**src/rtl/mpr121_pkg.sv**
```systemverilog
// rtl/mpr121_pkg.sv - shared states, register map and read mux for the MPR121-style I2C target
package mpr121_pkg;

    typedef enum logic [3:0] {
        ST_IDLE,
        ST_ADDR,
        ST_ADDR_ACK,
        ST_REG,
        ST_REG_ACK,
        ST_WR_DATA,
        ST_WR_ACK,
        ST_RD_DATA,
        ST_RD_ACK
    } state_t;

    localparam logic [7:0] REG_TOUCH_L      = 8'h00;
    localparam logic [7:0] REG_TOUCH_H      = 8'h01;
    localparam logic [7:0] REG_ECR          = 8'h5E;
    localparam logic [6:0] DEFAULT_DEV_ADDR = 7'h5A;

    function automatic logic [7:0] read_reg(input logic [7:0]  addr,
                                            input logic [11:0] touch,
                                            input logic [7:0]  ecr);
        logic [7:0] data;
        case (addr)
            REG_TOUCH_L: data = touch[7:0];
            REG_TOUCH_H: data = {4'h0, touch[11:8]};
            REG_ECR:     data = ecr;
            default:     data = 8'h00;
        endcase
        return data;
    endfunction

endpackage

```
**src/rtl/i2c_bus_sync.sv**
```systemverilog
// rtl/i2c_bus_sync.sv - SCL/SDA synchronizer, optional MPR121_TARGET_GLITCH_FILTER_EN filter, START/STOP/edge pulses
module i2c_bus_sync #(
    parameter int SYNC_STAGES = 2
) (
    input  logic clk_in,
    input  logic rst_in,
    input  logic scl_in,
    input  logic sda_in,
    output logic sda_out,
    output logic start_out,
    output logic stop_out,
    output logic scl_rise_out,
    output logic scl_fall_out
);
    logic [SYNC_STAGES-1:0] r_scl_sync;
    logic [SYNC_STAGES-1:0] r_sda_sync;
    logic                   w_scl;
    logic                   w_sda;
    logic                   r_scl_d;
    logic                   r_sda_d;
    logic                   r_start;
    logic                   r_stop;
    logic                   r_rise;
    logic                   r_fall;

    // Preset high so reset looks like an idle bus and never fakes a START.
    always_ff @(posedge clk_in) begin
        if (rst_in) begin
            r_scl_sync <= '1;
            r_sda_sync <= '1;
        end else begin
            r_scl_sync <= {r_scl_sync[SYNC_STAGES-2:0], scl_in};
            r_sda_sync <= {r_sda_sync[SYNC_STAGES-2:0], sda_in};
        end
    end

`ifdef MPR121_TARGET_GLITCH_FILTER_EN
    logic [2:0] r_scl_hist;
    logic [2:0] r_sda_hist;
    logic       r_scl_filt;
    logic       r_sda_filt;

    always_ff @(posedge clk_in) begin
        if (rst_in) begin
            r_scl_hist <= 3'b111;
            r_sda_hist <= 3'b111;
            r_scl_filt <= 1'b1;
            r_sda_filt <= 1'b1;
        end else begin
            r_scl_hist <= {r_scl_hist[1:0], r_scl_sync[SYNC_STAGES-1]};
            r_sda_hist <= {r_sda_hist[1:0], r_sda_sync[SYNC_STAGES-1]};
            if (&r_scl_hist)       r_scl_filt <= 1'b1;
            else if (~|r_scl_hist) r_scl_filt <= 1'b0;
            if (&r_sda_hist)       r_sda_filt <= 1'b1;
            else if (~|r_sda_hist) r_sda_filt <= 1'b0;
        end
    end

    assign w_scl = r_scl_filt;
    assign w_sda = r_sda_filt;
`else
    assign w_scl = r_scl_sync[SYNC_STAGES-1];
    assign w_sda = r_sda_sync[SYNC_STAGES-1];
`endif

    always_ff @(posedge clk_in) begin
        if (rst_in) begin
            r_scl_d <= 1'b1;
            r_sda_d <= 1'b1;
            r_start <= 1'b0;
            r_stop  <= 1'b0;
            r_rise  <= 1'b0;
            r_fall  <= 1'b0;
        end else begin
            r_scl_d <= w_scl;
            r_sda_d <= w_sda;
            r_start <= w_scl & r_scl_d & r_sda_d & ~w_sda;
            r_stop  <= w_scl & r_scl_d & ~r_sda_d & w_sda;
            r_rise  <= w_scl & ~r_scl_d;
            r_fall  <= ~w_scl & r_scl_d;
        end
    end

    // r_sda_d is the line value from the cycle the edge was seen, aligned with the pulses.
    assign sda_out      = r_sda_d;
    assign start_out    = r_start;
    assign stop_out     = r_stop;
    assign scl_rise_out = r_rise;
    assign scl_fall_out = r_fall;

endmodule

```
**src/rtl/mpr121_target.sv**
```systemverilog
// rtl/mpr121_target.sv - MPR121-style I2C register target (touch status, ECR); MPR121_TARGET_GLITCH_FILTER_EN adds input filtering
module mpr121_target
    import mpr121_pkg::*;
#(
    parameter logic [6:0] DEV_ADDR    = DEFAULT_DEV_ADDR,
    parameter int         SYNC_STAGES = 2
) (
    input  logic        clk_in,
    input  logic        rst_in,
    input  logic        scl_in,
    input  logic        sda_in,
    output logic        sda_oe_out,
    input  logic [11:0] touch_status_in,
    output logic        wr_valid_out,
    output logic [7:0]  wr_addr_out,
    output logic [7:0]  wr_data_out,
    output logic        busy_out
);
    logic w_sda;
    logic w_start;
    logic w_stop;
    logic w_rise;
    logic w_fall;

    i2c_bus_sync #(
        .SYNC_STAGES (SYNC_STAGES)
    ) u_bus_sync (
        .clk_in       (clk_in),
        .rst_in       (rst_in),
        .scl_in       (scl_in),
        .sda_in       (sda_in),
        .sda_out      (w_sda),
        .start_out    (w_start),
        .stop_out     (w_stop),
        .scl_rise_out (w_rise),
        .scl_fall_out (w_fall)
    );

    state_t      r_state;
    state_t      w_state_next;
    logic [7:0]  r_shift;
    logic [2:0]  r_bit_cnt;
    logic        r_byte_rdy;
    logic        r_ack_drv;
    logic        r_rw;
    logic [7:0]  r_ptr;
    logic [7:0]  r_ecr;
    logic [11:0] r_snap;
    logic [7:0]  r_tx_shift;
    logic        r_tx_active;
    logic        r_last_bit;
    logic        r_busy;
    logic        r_wr_valid;
    logic [7:0]  r_wr_addr;
    logic [7:0]  r_wr_data;
    logic        w_ack_state;
    logic        w_rx_state;
    logic        w_addr_match;
    logic        w_sda_oe;

    assign w_addr_match = (r_shift[7:1] == DEV_ADDR);

    always_ff @(posedge clk_in) begin
        if (rst_in) r_state <= ST_IDLE;
        else        r_state <= w_state_next;
    end

    // Byte-level decisions use r_byte_rdy, one cycle after the 8th rise has been shifted in.
    always_comb begin
        w_state_next = r_state;
        w_ack_state  = (r_state == ST_ADDR_ACK) || (r_state == ST_REG_ACK) || (r_state == ST_WR_ACK);
        w_rx_state   = (r_state == ST_ADDR) || (r_state == ST_REG) ||
                       (r_state == ST_WR_DATA) || (r_state == ST_RD_DATA);
        w_sda_oe     = (w_ack_state && r_ack_drv) ||
                       ((r_state == ST_RD_DATA) && r_tx_active && !r_tx_shift[7]);
        if (w_stop) begin
            w_state_next = ST_IDLE;
        end else if (w_start) begin
            w_state_next = ST_ADDR;
        end else begin
            case (r_state)
                ST_ADDR:     if (r_byte_rdy) w_state_next = w_addr_match ? ST_ADDR_ACK : ST_IDLE;
                ST_ADDR_ACK: if (w_fall && r_ack_drv) w_state_next = r_rw ? ST_RD_DATA : ST_REG;
                ST_REG:      if (r_byte_rdy) w_state_next = ST_REG_ACK;
                ST_REG_ACK:  if (w_fall && r_ack_drv) w_state_next = ST_WR_DATA;
                ST_WR_DATA:  if (r_byte_rdy) w_state_next = ST_WR_ACK;
                ST_WR_ACK:   if (w_fall && r_ack_drv) w_state_next = ST_WR_DATA;
                ST_RD_DATA:  if (w_fall && r_last_bit) w_state_next = ST_RD_ACK;
                ST_RD_ACK:   if (w_rise) w_state_next = w_sda ? ST_IDLE : ST_RD_DATA;
                default:     w_state_next = r_state;
            endcase
        end
    end

    always_ff @(posedge clk_in) begin
        if (rst_in) begin
            r_shift     <= '0;
            r_bit_cnt   <= '0;
            r_byte_rdy  <= 1'b0;
            r_ack_drv   <= 1'b0;
            r_rw        <= 1'b0;
            r_ptr       <= '0;
            r_ecr       <= '0;
            r_snap      <= '0;
            r_tx_shift  <= '0;
            r_tx_active <= 1'b0;
            r_last_bit  <= 1'b0;
            r_busy      <= 1'b0;
            r_wr_valid  <= 1'b0;
            r_wr_addr   <= '0;
            r_wr_data   <= '0;
        end else begin
            r_wr_valid <= 1'b0;
            r_byte_rdy <= 1'b0;
            if (w_start)     r_busy <= 1'b1;
            else if (w_stop) r_busy <= 1'b0;
            if (w_start || w_stop) begin
                r_bit_cnt   <= '0;
                r_ack_drv   <= 1'b0;
                r_tx_active <= 1'b0;
                r_last_bit  <= 1'b0;
            end else begin
                if (w_rise && w_rx_state) begin
                    r_shift    <= {r_shift[6:0], w_sda};
                    r_bit_cnt  <= r_bit_cnt + 3'd1;
                    r_byte_rdy <= (r_bit_cnt == 3'd7);
                end
                // First fall in an ACK state pulls SDA, the second releases it.
                if (w_fall && w_ack_state) r_ack_drv <= !r_ack_drv;
                case (r_state)
                    ST_ADDR: if (r_byte_rdy) begin
                        r_rw <= r_shift[0];
                        if (w_addr_match && r_shift[0]) r_snap <= touch_status_in;
                    end
                    ST_ADDR_ACK: if (w_fall && r_ack_drv && r_rw) begin
                        r_tx_active <= 1'b1;
                        r_tx_shift  <= read_reg(r_ptr, r_snap, r_ecr);
                    end
                    ST_REG: if (r_byte_rdy) r_ptr <= r_shift;
                    ST_WR_DATA: if (r_byte_rdy) begin
                        r_wr_valid <= 1'b1;
                        r_wr_addr  <= r_ptr;
                        r_wr_data  <= r_shift;
                        r_ptr      <= r_ptr + 8'd1;
                        if (r_ptr == REG_ECR) r_ecr <= r_shift;
                    end
                    ST_RD_DATA: begin
                        if (r_byte_rdy) begin
                            r_last_bit <= 1'b1;
                        end else if (w_fall) begin
                            if (r_last_bit) begin
                                r_tx_active <= 1'b0;
                                r_last_bit  <= 1'b0;
                            end else if (!r_tx_active) begin
                                r_tx_active <= 1'b1;
                                r_tx_shift  <= read_reg(r_ptr, r_snap, r_ecr);
                            end else begin
                                r_tx_shift <= {r_tx_shift[6:0], 1'b0};
                            end
                        end
                    end
                    ST_RD_ACK: if (w_rise && !w_sda) begin
                        r_ptr     <= r_ptr + 8'd1;
                        r_bit_cnt <= '0;
                    end
                    default: ;
                endcase
            end
        end
    end

    assign sda_oe_out   = w_sda_oe;
    assign busy_out     = r_busy;
    assign wr_valid_out = r_wr_valid;
    assign wr_addr_out  = r_wr_addr;
    assign wr_data_out  = r_wr_data;

endmodule

```
**config.mk**
```make
export PLATFORM = sky130hd
export DESIGN_NAME = mpr121_target
export DESIGN_NICKNAME = d
export VERILOG_FILES = /design/src/rtl/mpr121_pkg.sv /design/src/rtl/i2c_bus_sync.sv /design/src/rtl/mpr121_target.sv
export SDC_FILE = /design/constraint.sdc
export NUM_CORES = 1
export LEC_CHECK = 0
export ABC_AREA = 1
export ABC_CLOCK_PERIOD_IN_PS = 2600
export CAP_MARGIN = 20
export CORE_ASPECT_RATIO = 0.5
export CORE_UTILIZATION = 61
export CTS_CLUSTER_SIZE = 20
export DETAILED_ROUTE_END_ITERATION = 8
export MAX_ROUTING_LAYER = met4
export PLACE_DENSITY_LB_ADDON = 0.1
export SKIP_LAST_GASP = 1
export SLEW_MARGIN = 20
export SYNTH_ARGS = -nofsm -noshare
export SYNTH_HDL_FRONTEND = slang
export SYNTH_SLANG_ARGS = --single-unit
```
**constraint.sdc**
```tcl
create_clock -name clk_in -period 2.6 [get_ports clk_in]
set_input_delay 0.52 -clock clk_in [delete_from_list [all_inputs] [get_ports clk_in]]
set_output_delay 0.52 -clock clk_in [all_outputs]
set_load 0.05 [all_outputs]
```
==> flow_summary.json <==
{
  "postLayoutCoreUtil_pct": 77.8,
  "rows": 19,
  "swShare_pct": 29.2,
  "netlist_instances": 524,
  "postRouteWirelength_um": 8590,
  "drt_pass1_iterations": 5,
  "hold_path.class": "flip-flop to flip-flop",
  "global_route_total_usage_across_every_layer_pct": 29.4,
  "vias_per_cell": 5.31,
  "floorplan.die_area_mm2": 0.00661,
  "maximum_root_to_sink_buffer_count": 2,
  "min_period_over_period_pct": 83.9,
  "synth-seq-cells": 84,
  "synth-seq-area-share_pct": 43.9,
  "finalWeightedCongestion": 0.919,
  "floorplan.io_pins": 35,
  "cts-root-buf": "sky130_fd_sc_hd__clkbuf_16",
  "cp.arrival_ns": 1.66,
  "cts_resized": 0,
  "h-tree-depth": 3,
  "cell_internal_pwr_mw": 2.28,
  "initial_core_util_pct": 66.5,
  "port_buffers": 34,
  "clk_transition_reported_paths_ns": 0.05,
  "tritoncts": "built",
  "drv_cap": 0,
  "die_x_um": 114,
  "dp_hpwl_um": 5950,
  "layout.nets": 578,
  "drtIter0Drc": 219,
  "worst_hold_slack_ns": 0.414,
  "p_per_area_mw_per_mm2": 718,
  "power.clock.fraction_pct": 36.5,
  "timing_worst_setup_path_type": "flip-flop to output pin",
  "clk_latency_ns": 0.33,
  "fmaxAchievable_mhz": 458,
  "finalSetupViolations": 0,
  "fin_ws_ns": 0.418,
  "rsz_0062_raised_after_global_routing": "false",
  "grt_first_pass_wirelength_um": 14400,
  "tot_pwr_mw": 3.22,
  "die_y_um": 58.0,
  "worst_ep_required_time_ns": 2.08,
  "post-route-min-period_ns": 2.18,
  "core_region_area_mm2": 0.00575,
  "yosys_warnings": 0,
  "syn_area_mm2": 0.00383,
  "numCtsBuffers": 9,
  "ys_types": 36,
  "layout.cells.most_common_list": "88 x sky130_fd_sc_hd__nand2_1, 84 x sky130_fd_sc_hd__dfxtp_1, 78 x sky130_fd_sc_hd__nor2_1, 69 x sky130_fd_sc_hd__inv_1, 47 x sky130_fd_sc_hd__o21ai_0",
  "status": "finished, final reports clean",
  "comb_power_share_pct": 18.7,
  "grt_antenna_before_repair": 0,
  "p_leak_nw": 1.87,
  "synthFlopType": "sky130_fd_sc_hd__dfxtp_1",
  "timing.critical_path.fanout_max": 6,
  "ctsHoldBuffers": 0,
  "timing.clock.skew_ns": 0.00477,
  "post_route_setup_tns_ns": 0,
  "drtAntennaViolNets": 0,
  "edff_count_synth": 0,
  "synth-async-reset-ratio_pct": 0,
  "endpoint_kind": "output pin",
  "tightestPinTransition_ns": 0.585,
  "number_of_global_route_vias_before_repair": 3111,
  "post-cts-setup-buffer-count": 0,
  "layout.filler_cells": 457,
  "detailroute.via_count": 3416,
  "power.net_switching_uw": 938,
  "cts_sinks": 84,
  "slew_viol_final": 0,
  "num_antenna_cells": 0,
  "syn_area_per_cell_um2": 7.30,
  "most_frequent_standard_cell_in_the_layout_excluding_fill_and_tap_cells": "sky130_fd_sc_hd__nand2_1",
  "seqPwrFrac_pct": 44.8,
  "maximum_number_of_pins_on_one_net_before_global_route_repair": 47,
  "drive_above_1_share_pct": 9.66,
  "slew_headroom_pct": 60.9,
  "final-hold-violation-count": 0,
  "syn_nets": 546,
  "setup.worst_path.start_class": "flip-flop",
  "area_growth_pct": 17.0,
  "max-vdd-ir-drop_mv": 0.607,
  "wl_per_cell_um": 13.4,
  "drc": 0,
  "global_route.overflow_total": 0,
  "placement.setup.worst_slack_ns": 0.684
}
[worst max-delay path, cell delays in order, from the launching register on]
cell and delay [ns]:
sky130_fd_sc_hd__dfxtp_1 0.39, sky130_fd_sc_hd__inv_2 0.11, sky130_fd_sc_hd__nand2_1 0.09, sky130_fd_sc_hd__nor2_4 0.16, sky130_fd_sc_hd__nand2_1 0.16, sky130_fd_sc_hd__o22ai_1 0.19
sky130_fd_sc_hd__buf_4 0.22
[through the flow]
step | area (µm²) | instances
final | 4480 | 643
after global routing | 4480 | 643
after CTS | 4480 | 643
after detailed placement | 4200 | 629
after global placement | 4200 | 629
after floorplan | 3830 | 524
[cell usage after synthesis, types with 2 or more instances]
| cell | instances | area, µm² |
|---|---|---|
| sky130_fd_sc_hd__nand3_1 | 16 | 80.1 |
| sky130_fd_sc_hd__buf_6 | 3 | 33.8 |
| sky130_fd_sc_hd__nand4_1 | 2 | 12.5 |
| sky130_fd_sc_hd__nand3_2 | 3 | 30.0 |
| sky130_fd_sc_hd__dfxtp_1 | 84 | 1680 |
| sky130_fd_sc_hd__nor2_2 | 6 | 37.5 |
| sky130_fd_sc_hd__ha_1 | 6 | 75.1 |
| sky130_fd_sc_hd__nor4_1 | 2 | 12.5 |
| sky130_fd_sc_hd__o211ai_1 | 3 | 22.5 |
| sky130_fd_sc_hd__nand2_2 | 6 | 37.5 |
| sky130_fd_sc_hd__a21oi_2 | 2 | 17.5 |
| sky130_fd_sc_hd__xor2_1 | 2 | 17.5 |
| sky130_fd_sc_hd__o22ai_1 | 7 | 43.8 |
| sky130_fd_sc_hd__or2_2 | 4 | 25.0 |
| sky130_fd_sc_hd__inv_1 | 69 | 259 |
| sky130_fd_sc_hd__a211oi_2 | 2 | 25.0 |
| sky130_fd_sc_hd__nor2_4 | 3 | 33.8 |
| sky130_fd_sc_hd__nor2_1 | 78 | 293 |
| sky130_fd_sc_hd__a21oi_1 | 43 | 215 |
| sky130_fd_sc_hd__buf_4 | 2 | 15.0 |
| sky130_fd_sc_hd__inv_2 | 5 | 18.8 |
| sky130_fd_sc_hd__nand2_1 | 88 | 330 |
| sky130_fd_sc_hd__o21ai_1 | 2 | 10.0 |
| sky130_fd_sc_hd__o21ai_0 | 47 | 235 |
| sky130_fd_sc_hd__nor3_4 | 2 | 32.5 |
| sky130_fd_sc_hd__a211oi_1 | 11 | 82.6 |
| sky130_fd_sc_hd__clkbuf_1 | 6 | 22.5 |
| sky130_fd_sc_hd__nor3_1 | 8 | 40.0 |
| sky130_fd_sc_hd__buf_2 | 5 | 25.0 |
[logic make-up after synthesis]
| logic type | share of synthesized area [%] |
|---|---|
| adders and majority gates | 1.96 |
| DFF | 43.9 |
| buffers and inverters | 9.97 |
| xor gates and xnor gates | 0.687 |
| and+or+nand+nor | 26.0 |
| AOI/OAI and AO/OA | 17.5 |
[layer usage]
| layer | GRT usage [%] | vias to the layer above | routed length (µm) |
|---|---|---|---|
| met4 | 8.35 | 0 | 98 |
| li1 | - | 1755 | - |
| met5 | - | - | 0 |
| met3 | 7.64 | 15 | 506 |
| met2 | 45.9 | 93 | 3690 |
| met1 | 38.1 | 1553 | 4290 |
[sequential cells by signal, summed over array words and instances (netlist names), 3 cells and up]
signal       flops
r_bit_cnt        3
wr_data_out      8
r_shift          8
r_snap          12
r_tx_shift       8
r_ptr            8
wr_addr_out      8
r_ecr            8
r_state          4
[power groups by stage]
stage	Clock [mW]	Sequential [mW]	Combinational, mW
finish	1.17	1.44	0.601
global route	1.25	1.45	0.692
CTS	1.19	1.44	0.598
detailed placement	0	1.47	0.593
global placement	0	1.47	0.585
floorplan	0	1.45	0.483
[cell type report]
type                    instances  area [µm²]  area share (%)
flip-flops and latches         84        1680            37.6
clock inverters                 2        10.0           0.224
inverters                      75         282            6.29
repair buffers                 38         368            8.22
clock buffers                  12         267            5.95
well taps                      84         105            2.35
multi-input cells             348        1760            39.4
[worst paths after layout]
| check | start | end | slack (ns) | depth (start not counted) |
|---|---|---|---|---|
| setup reg to reg | r_state[0] | r_snap[1] | 0.75 | 7 |
| hold / removal | u_bus_sync.r_scl_sync[0] | u_bus_sync.r_scl_sync[1] | 0.41 | 1 |
| setup / recovery | r_state[3] | sda_oe_out | 0.42 | 6 |
| hold reg to reg | u_bus_sync.r_scl_sync[0] | u_bus_sync.r_scl_sync[1] | 0.41 | 1 |
(Power assumes the default switching activity.)
